[src/rtl/signed_mult_arbiter.sv]
// rtl/signed_mult_arbiter.sv - two-port arbiter sharing one signed multiplier, 2-entry response FIFO
// Optional MULT_ARB_RR_EN selects round-robin arbitration; the default build uses fixed priority (port 0 first).
module signed_mult_arbiter #(
    parameter int W  = 4,
    parameter int PW = 2 * W
) (
    input  logic          clk,
    input  logic          rst_n,
    input  logic          req0_valid,
    input  logic [W-1:0]  req0_a,
    input  logic [W-1:0]  req0_b,
    output logic          req0_ready,
    input  logic          req1_valid,
    input  logic [W-1:0]  req1_a,
    input  logic [W-1:0]  req1_b,
    output logic          req1_ready,
    output logic          rsp_valid,
    input  logic          rsp_ready,
    output logic [PW-1:0] rsp_prod,
    output logic          rsp_id,
    output logic          busy
);

    logic [1:0]    count_q, count_d;
    logic          wr_ptr_q, rd_ptr_q;
    logic [PW-1:0] prod_q [2];
    logic [1:0]    id_q;

    logic          pop, push, space, grant;
    logic [W-1:0]  a_sel, b_sel;
    logic [PW-1:0] a_ext, b_ext, prod;

`ifdef MULT_ARB_RR_EN
    logic last_q;
    // Pointer only breaks ties; a lone valid port always wins.
    assign grant = req0_valid ? (req1_valid & ~last_q) : req1_valid;
`else
    assign grant = ~req0_valid & req1_valid;
`endif

    assign pop        = rsp_valid & rsp_ready;
    assign space      = (count_q < 2'd2) | pop;
    assign req0_ready = rst_n & space & ~grant;
    assign req1_ready = rst_n & space & grant;
    assign push       = grant ? (req1_valid & req1_ready) : (req0_valid & req0_ready);

    assign a_sel = grant ? req1_a : req0_a;
    assign b_sel = grant ? req1_b : req0_b;
    assign a_ext = {{(PW-W){a_sel[W-1]}}, a_sel};
    assign b_ext = {{(PW-W){b_sel[W-1]}}, b_sel};
    assign prod  = a_ext * b_ext;

    always_comb begin
        count_d = count_q;
        if (push && !pop)
            count_d = count_q + 2'd1;
        else if (!push && pop)
            count_d = count_q - 2'd1;
    end

    always_ff @(posedge clk) begin
        if (!rst_n) begin
            count_q   <= 2'd0;
            wr_ptr_q  <= 1'b0;
            rd_ptr_q  <= 1'b0;
            prod_q[0] <= '0;
            prod_q[1] <= '0;
            id_q      <= 2'b00;
`ifdef MULT_ARB_RR_EN
            last_q    <= 1'b1;
`endif
        end else begin
            count_q <= count_d;
            if (push) begin
                prod_q[wr_ptr_q] <= prod;
                id_q[wr_ptr_q]   <= grant;
                wr_ptr_q         <= ~wr_ptr_q;
`ifdef MULT_ARB_RR_EN
                last_q           <= grant;
`endif
            end
            if (pop)
                rd_ptr_q <= ~rd_ptr_q;
        end
    end

    assign rsp_valid = (count_q != 2'd0);
    assign busy      = (count_q != 2'd0);
    assign rsp_prod  = prod_q[rd_ptr_q];
    assign rsp_id    = id_q[rd_ptr_q];

endmodule

[config.mk]
export PLATFORM = sky130hd
export DESIGN_NAME = signed_mult_arbiter
export DESIGN_NICKNAME = d
export VERILOG_FILES = /design/src/rtl/signed_mult_arbiter.sv
export SDC_FILE = /design/constraint.sdc
export NUM_CORES = 1
export LEC_CHECK = 0
export ABC_AREA = 1
export CAP_MARGIN = 5
export CORE_ASPECT_RATIO = 0.6
export CORE_UTILIZATION = 35
export DETAILED_ROUTE_END_ITERATION = 16
export DONT_BUFFER_PORTS = 1
export GPL_ROUTABILITY_DRIVEN = 0
export HOLD_SLACK_MARGIN = 0.08
export SLEW_MARGIN = 25
export SYNTH_ARGS = -nofsm -noshare
export SYNTH_HDL_FRONTEND = slang
export SYNTH_SLANG_ARGS = --single-unit
[constraint.sdc]
create_clock -name clk -period 8.99 [get_ports clk]
set_clock_uncertainty 0.05 [all_clocks]
set_input_delay 0.899 -clock clk [delete_from_list [all_inputs] [get_ports clk]]
set_output_delay 0.899 -clock clk [all_outputs]
set_load 0.005 [all_outputs]
# == Word-level counts from Yosys, hierarchy flattened ==
# Memory sizes are Yosys's and may differ from the RTL's. A register that Yosys moved wholly into a read port is not among the register bits.
# Cells that the tools add are included.
# Widths: inputs -> output; s select.
# word_totals
reg_bits,6
ram_bits,16
input_bits,21
output_inout_bits,13
word_cells,51
n_memories,1
# classes
add_sub_neg,2
multipliers,1
magnitude_cmp,4
n_mux,19
bitwise,12
reduce_logical,8
# memory_table
name,depth,word_bits,rd,rd_clocked_by_memory_dff,wr,line,rtl
prod_q,2,8,1,1,2,26,logic [PW-1:0] prod_q [2];
# ops
cell,n
$mux 1,12
$mul 4x4->8,1
$mux 4,2
$mux 8,1
$reduce_or 8->1,1
$and 1x1->1,7
$lt 1x2->1 const B,2
$mux 2,2
$not 1->1,4
$reduce_bool 2->1,2
$logic_and 1x1->1,3
$add 2x1->2 const B,1
$bwmux 2,1
$logic_not 1->1,2
$lt 2x2->1 const B,1
$sub 2x1->2 const B,1
$demux 1 s1,1
$ge 1x1->1 const B,1
$or 1x1->1,1

# == Longest topological paths before layout ==
# Gate-level depths: netlist (run 1).
# logic_depth
ltp_word,12
mapped_depth,21
depth_no_buf,20

# == Worst setup path before layout (run 1) ==
# No wires, ideal clock.
# synth_path
kind,input -> register
from,in req0_valid
to,mem prod_q[1][7] in the netlist's numbering (data pin)
setup_ns,0.258
arrival_time_ns,4.099
required_time_ns,8.682
slack_ns,4.583
stages,19
n_path_buf,1
cell_sequence,inv_2 nand2_4 buf_4 nand2_1 o21ai_1 inv_1 nand2_1 fa_1 fa_1 fa_1 inv_1 ha_1 fa_1 nand3_1 nand2_1 inv_1 nand2_2 nand3_1 a21oi_1
# synth_lines
item,line,rtl
start: declaration,9,"input logic req0_valid,"
end: declaration,26,

==> out/metrics.csv, run 1 <==
metric,value,unit
CP max FO,18,
Async SR Flop Fraction,0,%
outcome,completed,
worst-margin pin slew,0.453,ns
Post-Route Setup TNS,0,ns
Worst Path Arrival,4.32,ns
hold buffer count at cts,0,
Syn Inst Count,202,
DRT antenna net count,0,
required time of the critical path,8.95,ns
antenna violations before repair,0,
CTS Buf Count,3,
sequential cell area,621,um2
cell taking the most area after synthesis,edfxtp_1,
dominant register cell in the synthesized netlist,edfxtp_1,
fin cells,265,
crit path kind,input pin to flip-flop,
Post-synth top cells,"44 x inv_1, 28 x nand2_1, 28 x nor2_1, 16 x edfxtp_1, 13 x ha_1",
layout cells sized above 1,12.4,%
final setup violation count,0,
# rows,19,
number of I/O pins,34,
clock sinks,23,
total die area,5280,um2
first-pass GRT wire length,4810,um
Period minus WS final,4.36,ns
post-DR wirelength/cell,11.1,um
area occupied by multi-input gates,926,um2
die height,56.7,um
Starting Density,37.3,%
maximum clock rate,0.229,GHz
DRT iter0 DRCs,57,
total number of vias,1213,
Core Box Area,4680,um2
post-synth top area share,27.5,%
"EDFF count, synth",16,
dpl cells,261,
largest net degree at the start of global routing,19,
FILL cells,463,
htree depth,1,
HP Class,flip-flop to flip-flop,
Pins Over Slew Limit,0,
Synth Area per Inst,8.64,um2
RSZ-0062 raised after global routing,no,
root buffer cell,clkbuf_8,
Buffers on Ports,0,
Worst-Skew Late Latency,0.26,ns
Post-DP HPWL,2470,um
#FFs+latches synth,23,
post-CTS sizing,0,
via/cell ratio,4.58,
final WL,2940,um
Final period util,48.5,%
nets,246,
Yosys cell types,25,
total track usage,11.9,%
1st-pass router iterations,4,
hold slack final,0.409,ns
worst vdd ir,0.000109,V
P&R area growth vs syn,5.38,%
# Max-Cap Violations,0,
"count leader, synth",inv_1,
Synth Cell Area,1750,um2
clock-pin slew on the worst setup and hold paths,0.08,ns
# DRC,0,
post-CTS setup buffers,0,
Leakage,0.916,nW
number of synthesis warnings,0,
maximum clock path buffer count,2,
PD cells,179,nW/um2
Worst setup SP type,input pin,
die width,93.2,um
Syn Nets,245,
CTS tree,built,
Crit. End Element,flip-flop,
vias in the first global route,1073,
Worst slew margin,69.7,%
sequential-to-total area share from yosys stat,35.6,%
ranking of synthesized cells by area,"edfxtp_1 28%, fa_1 10%, inv_1 9.5%",
Final Hold Vio Count,0,
GRT Residual Overflow,0,
diodes inserted,0,
==> stage by stage <==
step / total power, mW / cell area (um2) / setup slack, ns / util (%)
6_report: 0.328 / 1840 / 4.63 / 39.3
5_1_grt: 0.354 / 1840 / 4.40 / 39.3
4_1_cts: 0.332 / 1840 / 4.58 / 39.3
2_1_floorplan: 0.248 / 1750 / 4.58 / -
3_3_place_gp: 0.269 / 1790 / 4.50 / 38.3
3_5_place_dp: 0.270 / 1790 / 4.31 / 38.3
==> flip-flops by register name, indices dropped and copies added (netlist names), named ones only <==
register / count
rd_ptr_q: 1
wr_ptr_q: 1
prod_q: 16
count_q: 2
id_q: 2
==> cell type report <==
type	count	share of cell area [%]
multi-input cells	130	50.3
flip-flops and latches	23	33.7
inverters	45	9.18
well taps	63	4.29
clock buffers	4	2.45
==> path summary, 6_finish.rpt <==
check	slack [ns]	start	end	cells past startpoint
max	4.63	req0_valid	prod_q[1][7]	16
max reg2reg	7.36	count_q[1]	prod_q[0][5]	5
min reg2reg	0.41	count_q[0]	count_q[0]	1
min	0.41	count_q[0]	count_q[0]	1
==> report_power, final <==
part	internal [mW]	switching, mW	total, mW
clock network	0.0316	0.0306	0.0622
logic	0.0512	0.0794	0.131
registers	0.129	0.00628	0.136
total	0.212	0.116	0.328
==> logic make-up after synthesis <==
group	after synthesis	share of synthesized area [%]
and+or+nand+nor	71	17.8
buffers and inverters	49	11.4
AOI/OAI and AO/OA	27	9.46
DFF	23	35.6
adders and majority gates	22	19.6
muxes	8	5.16
xor gates and xnor gates	2	1.00
==> critical path, cell delays in order <==
cell     delay (ns)
inv_2          0.10
nand2_4        0.15
o21ai_0        0.35
nand2_1        0.13
fa_1           0.55
fa_1           0.45
fa_1           0.52
inv_1          0.04
ha_1           0.21
fa_1           0.41
nand3_1        0.10
nand2_1        0.09
inv_1          0.08
nand2_2        0.05
nand3_1        0.12
a21oi_1        0.08
==> cell usage in the layout (no fill, tap or decap), drive strengths merged <==
cell / netlist / final
clkbuf: 1 / 4
edfxtp: 16 / 16
a21oi: 12 / 12
nand2: 35 / 35
xnor2: 2 / 2
ha: 13 / 13
o22ai: 1 / 1
inv: 45 / 45
dfxtp: 7 / 7
mux2: 8 / 8
o21bai: 1 / 1
o21ai: 13 / 13
fa: 9 / 9
nor2: 29 / 29
nand3: 7 / 7
==> routing by layer <==
metal | GRT usage (%) | part of all wire (%) | vias to the layer above
li1 | - | - | 632
met1 | 18.1 | 55 | 549
met2 | 16.8 | 39 | 32
met3 | 3.79 | 6.1 | 0
met4 | 1.32 | 0 | 0
met5 | 0 | 0 | -
No activity file was read; power rests on OpenSTA's default activity.
==> run 2, diff against run 1 <==
Clock period 8.99 ns to 4.4 ns, I/O delays scaled along.
==> run 2 against run 1 <==
  * Die area unchanged
  * Wire length grew 2.2%
  * Register-to-register slack got worse by 4.6 ns
  * Global-route usage rose by 0.20 points
  * First-iteration DRC count shrank 26%
  * Sequential cell count stayed put
  * Critical path depth is the same
  * Non-clock buffer count stayed put
  * Via count shrank 4.1%
  * Largest cell class unchanged
  * Highest routed layer is now met4
==> out/metrics.csv, run 2 (same netlist as run 1, synthesis figures left out) <==
metric,value,unit,change
outcome,completed,,
required time of the critical path,4.37,ns,-4.58 ns
final WL,3010,um,+2.2%
largest net degree at the start of global routing,19,,unchanged
max reg flops,16,,unchanged
Final period util,89.3,%,
RSZ-0062 raised after global routing,no,,
die height,56.7,um,unchanged
Crit. End Element,flip-flop,,
post-route setup slack,0.472,ns,-4.16 ns
Place WS,0.134,ns,-4.17 ns
Worst path max stage delay,0.57,ns,+0.02 ns
Int Power,0.433,mW,+100%
CTS tree,built,,
Buffers on Ports,0,,unchanged
layout cells sized above 1,12.4,%,unchanged
"most common cell after layout, fill and taps aside",inv_1,,
"most used cell, CP",fa_1,,
first-pass GRT wire length,4970,um,+3.4%
post-CTS sizing,0,,unchanged
path depth of the worst reg2reg path,5,,unchanged
post-CTS setup buffers,0,,unchanged
FILL cells,464,,+0.22%
number of I/O pins,34,,unchanged
Starting Density,37.3,%,unchanged
nets,246,,unchanged
Worst Path Arrival,3.90,ns,-0.42 ns
# DRC,0,,unchanged
DRT antenna net count,0,,unchanged
Crit Reg-Reg Startpoint,count_q[1],,
clock sinks,23,,unchanged
Final Hold Vio Count,0,,unchanged
Core Box Area,4680,um2,unchanged
root buffer cell,clkbuf_8,,
PD cells,366,nW/um2,+100%
total die area,5280,um2,unchanged
antenna violations before repair,0,,unchanged
htree depth,1,,unchanged
"commonest cells after routing, fill and taps aside","44 x inv_1, 28 x nand2_1, 28 x nor2_1, 16 x edfxtp_1, 13 x ha_1",,
Clock power frac,19.2,%,+0.3 points
worst vdd ir,0.000217,V,+99%
Sw Share,35.7,%,+0.28 points
crit path capture,prod_q[1][7],,
final setup violation count,0,,unchanged
maximum clock rate,0.255,GHz,
total number of vias,1163,,-4.1%
CTS Buf Count,3,,unchanged
Psw,0.240,mW,+110%
# Max-Cap Violations,0,,unchanged
"delay-heaviest family, CP",adder cells,,
register bank with the most flops,prod_q,,
Critical path origin,req0_valid,,
1st-pass router iterations,4,,unchanged
Worst setup SP type,input pin,,
crit path kind,input pin to flip-flop,,
Largest regs,"prod_q: 16 flops, count_q: 2 flops, id_q: 2 flops",,
Worst slew margin,71.1,%,+1.3 points
DRT iter0 DRCs,42,,-26%
post-DR wirelength/cell,11.3,um,+2.2%
Flop pwr share,41.2,%,about the same
die width,93.2,um,unchanged
P&R area growth vs syn,5.38,%,unchanged
Post-Route Setup TNS,0,ns,unchanged
GRT Residual Overflow,0,,unchanged
Period minus WS final,3.93,ns,
HP Class,input pin to flip-flop,,
maximum clock path buffer count,2,,unchanged
diodes inserted,0,,unchanged
vias in the first global route,1107,,+3.2%
via/cell ratio,4.39,,-4.1%
hold buffer count at cts,0,,unchanged
Leakage,0.916,nW,unchanged
Worst-Skew Late Latency,0.26,ns,about the same
Logic pwr share,39.6,%,-0.2 points
cells along the critical path,"inv_2, nand2_4, o21ai_0, nand2_1, fa_1, fa_1, fa_1, inv_1, ha_1, fa_1, nand3_1, nand2_1, inv_1, nand2_2, nand3_1, a21oi_1",,
FF-to-FF End,prod_q[0][7],,
number of cells on the critical path,16,,unchanged
Post-DP HPWL,2520,um,+2.1%
R2R setup slack,2.74,ns,-4.62 ns
Pins Over Slew Limit,0,,unchanged
total track usage,12.1,%,+0.20 points
CP max FO,18,,unchanged
clock-pin slew on the worst setup and hold paths,0.08,ns,about the same
post-route core utilization,39.3,%,unchanged
# rows,19,,unchanged
CP max stage cell,fa_1,,
CP Buf/Inv Count,3,,unchanged
worst-margin pin slew,0.433,ns,-0.0202 ns
==> run 2: worst reg2reg max path: stages, from the launching register on <==
cell	delay [ns]
dfxtp_1	0.30
inv_1	0.11
o21ai_2	0.10
a21oi_4	0.20
nand2_2	0.22
nand2_1	0.36
==> run 2: metal layers <==
metal	vias up	global-route usage (%)	part of all wire, %
met3	3	3.52	6.7
met2	35	16.8	36
li1	630	-	-
met4	0	1.98	0.33
met5	-	0	0
met1	495	18.5	56
==> run 2: worst min-delay path by stage <==
stage / cells past startpoint / start / endpoint
floorplan: 1 / count_q[0] / count_q[0]
global placement: 1 / count_q[0] / count_q[0]
detailed placement: 1 / count_q[0] / count_q[0]
CTS: 2 / rst_n / count_q[1]
global route: 2 / rst_n / count_q[1]
finish: 2 / rst_n / count_q[1]
==> run 2: cell type report <==
cell class / instances / area [um2] / share of cell area, %
clock buffer: 4 / 45.0 / 2.45
inverter: 45 / 169 / 9.18
multi-input combinational: 130 / 926 / 50.3
sequential: 23 / 621 / 33.7
tap: 63 / 78.8 / 4.29
==> run 2: per-stage QoR <==
| step | cells | power (mW) | hold WS (ns) | instance area, um2 |
|---|---|---|---|---|
| 3_3_place_gp | 261 | 0.550 | 0.388 | 1790 |
| 3_5_place_dp | 261 | 0.552 | 0.398 | 1790 |
| 6_report | 265 | 0.673 | 0.254 | 1840 |
| 5_1_grt | 265 | 0.723 | 0.274 | 1840 |
| 2_1_floorplan | 202 | 0.507 | 0.372 | 1750 |
| 4_1_cts | 265 | 0.680 | 0.250 | 1840 |
==> run 2: power groups by stage <==
stage          sequential (mW)  combinational (mW)  clock [mW]
4_1_cts                  0.278               0.271       0.131
3_3_place_gp             0.282               0.268           0
6_report                 0.277               0.266       0.129
3_5_place_dp             0.283               0.269           0
5_1_grt                  0.282               0.306       0.136
2_1_floorplan            0.275               0.232           0
==> run 3, diff against run 2 <==
Settings changed: CORE_MARGIN set to 1.5.
==> run 3 against run 2 <==
  * Die area increased by 2.9%
  * Wire length is 2.6% lower
  * Sequential power hardly changed
  * Register-to-register slack barely moved
  * Global-route usage fell by 0.49 points
  * Worst hold slack improved by 0.0078 ns
  * Utilization unchanged
  * Non-clock buffer count unchanged
  * Critical endpoint unchanged
  * Highest routed layer unchanged
  * Final cell count unchanged
  * Maximum frequency is 1.2% higher
==> out/metrics.csv, run 3 (same netlist as run 1, synthesis figures left out) <==
metric,value,unit,change
layout cells sized above 1,12.4,%,unchanged
final setup violation count,0,,unchanged
Worst Hold Launch,rst_n,,
outcome,completed,,
Period minus WS final,3.88,ns,-0.0474 ns
Final period util,88.2,%,-1.1 points
antenna violations before repair,0,,unchanged
CP max stage cell,fa_1,,
hold buffer count at cts,0,,unchanged
CP Buf/Inv Count,3,,unchanged
hold slack final,0.261,ns,+0.00782 ns
Worst-Skew Late Latency,0.26,ns,about the same
diodes inserted,0,,unchanged
"most used cell, CP",fa_1,,
"delay-heaviest family, CP",adder cells,,
Core Box Area,4680,um2,unchanged
area occupied by multi-input gates,926,um2,unchanged
Worst Path Arrival,3.84,ns,-0.06 ns
root buffer cell,clkbuf_8,,
crit path kind,input pin to flip-flop,,
Worst path max stage delay,0.56,ns,about the same
die height,57.7,um,+1.8%
largest net degree at the start of global routing,19,,unchanged
DRT antenna net count,0,,unchanged
"commonest cells after routing, fill and taps aside","44 x inv_1, 28 x nand2_1, 28 x nor2_1, 16 x edfxtp_1, 13 x ha_1",,
Largest regs,"prod_q: 16 flops, count_q: 2 flops, id_q: 2 flops",,
Worst slew margin,69.1,%,-1.9 points
Critical path origin,req0_valid,,
"most common cell after layout, fill and taps aside",inv_1,,
HP Class,input pin to flip-flop,,
CTS tree,built,,
Starting Density,37.3,%,unchanged
Post-DP HPWL,2470,um,-1.8%
max reg flops,16,,unchanged
RSZ-0062 raised after global routing,no,,
required time of the critical path,4.36,ns,about the same
Crit. End Element,flip-flop,,
maximum clock path buffer count,2,,unchanged
first-pass GRT wire length,4880,um,-1.9%
final WL,2930,um,-2.6%
total die area,5430,um2,+2.9%
worst vdd ir,0.000192,V,-12%
vias in the first global route,1057,,-4.5%
Leakage,0.916,nW,unchanged
1st-pass router iterations,4,,unchanged
Buffers on Ports,0,,unchanged
# rows,19,,unchanged
post-CTS setup buffers,0,,unchanged
Worst setup SP type,input pin,,
total track usage,11.6,%,-0.49 points
via/cell ratio,4.51,,+2.8%
# DRC,0,,unchanged
Post-Route Setup TNS,0,ns,unchanged
maximum clock rate,0.258,GHz,+1.2%
Crit Reg-Reg Startpoint,count_q[1],,
die width,94.2,um,+1.1%
FILL cells,465,,+0.22%
sequential cell area,621,um2,unchanged
fin cells,265,,unchanged
cells along the critical path,"inv_2, nand2_4, o21ai_0, nand2_1, fa_1, fa_1, fa_1, inv_1, ha_1, fa_1, nand3_1, nand2_1, inv_1, nand2_2, nand3_1, a21oi_1",,
nets,246,,unchanged
DRT iter0 DRCs,45,,+7.1%
CTS Buf Count,3,,unchanged
GRT Residual Overflow,0,,unchanged
clock-pin slew on the worst setup and hold paths,0.08,ns,about the same
worst-margin pin slew,0.462,ns,+0.0289 ns
post-CTS sizing,0,,unchanged
CP max FO,18,,unchanged
PD cells,363,nW/um2,-0.63%
Final Hold Vio Count,0,,unchanged
total number of vias,1196,,+2.8%
# Max-Cap Violations,0,,unchanged
post-DR wirelength/cell,11.0,um,-2.6%
htree depth,1,,unchanged
number of I/O pins,34,,unchanged
clock sinks,23,,unchanged
Pins Over Slew Limit,0,,unchanged
P&R area growth vs syn,5.38,%,unchanged
register bank with the most flops,prod_q,,
dpl cells,261,,unchanged
[run 3: layer usage]
metal	part of all wire, %	routed length [um]	global-route usage [%]
met4	0.27	8	0.640
met3	9.2	268	3.67
met1	55	1610	18.8
met5	0	0	0
met2	36	1050	15.5
[run 3: area by class of cell]
cell class | count | share of cell area, %
multi-input combinational | 130 | 50.3
sequential | 23 | 33.7
inverter | 45 | 9.18
tap | 63 | 4.29
clock buffer | 4 | 2.45
[run 3: path summary, 6_finish.rpt]
kind,endpoint,slack (ns),depth (start not counted)
worst max-delay path,prod_q[1][7],0.52,16
worst min-delay path,count_q[0],0.26,2
worst max register to register,prod_q[0][7],2.75,5
worst min register to register,count_q[0],0.39,1
[run 3: report_power, final]
part,switching [mW],internal (mW),total [mW]
registers,0.0124,0.264,0.277
clock network,0.0619,0.0645,0.126
logic,0.161,0.104,0.265
[run 3: stage by stage]
| stage | total power [mW] | instance area [um2] | setup slack [ns] | utilization (%) |
|---|---|---|---|---|
| finish | 0.668 | 1840 | 0.519 | 39.3 |
| floorplan | 0.507 | 1750 | 0.452 | - |
| detailed placement | 0.551 | 1790 | 0.224 | 38.3 |
| global route | 0.730 | 1840 | 0.229 | 39.3 |
| global placement | 0.551 | 1790 | 0.373 | 38.3 |
| CTS | 0.678 | 1840 | 0.492 | 39.3 |
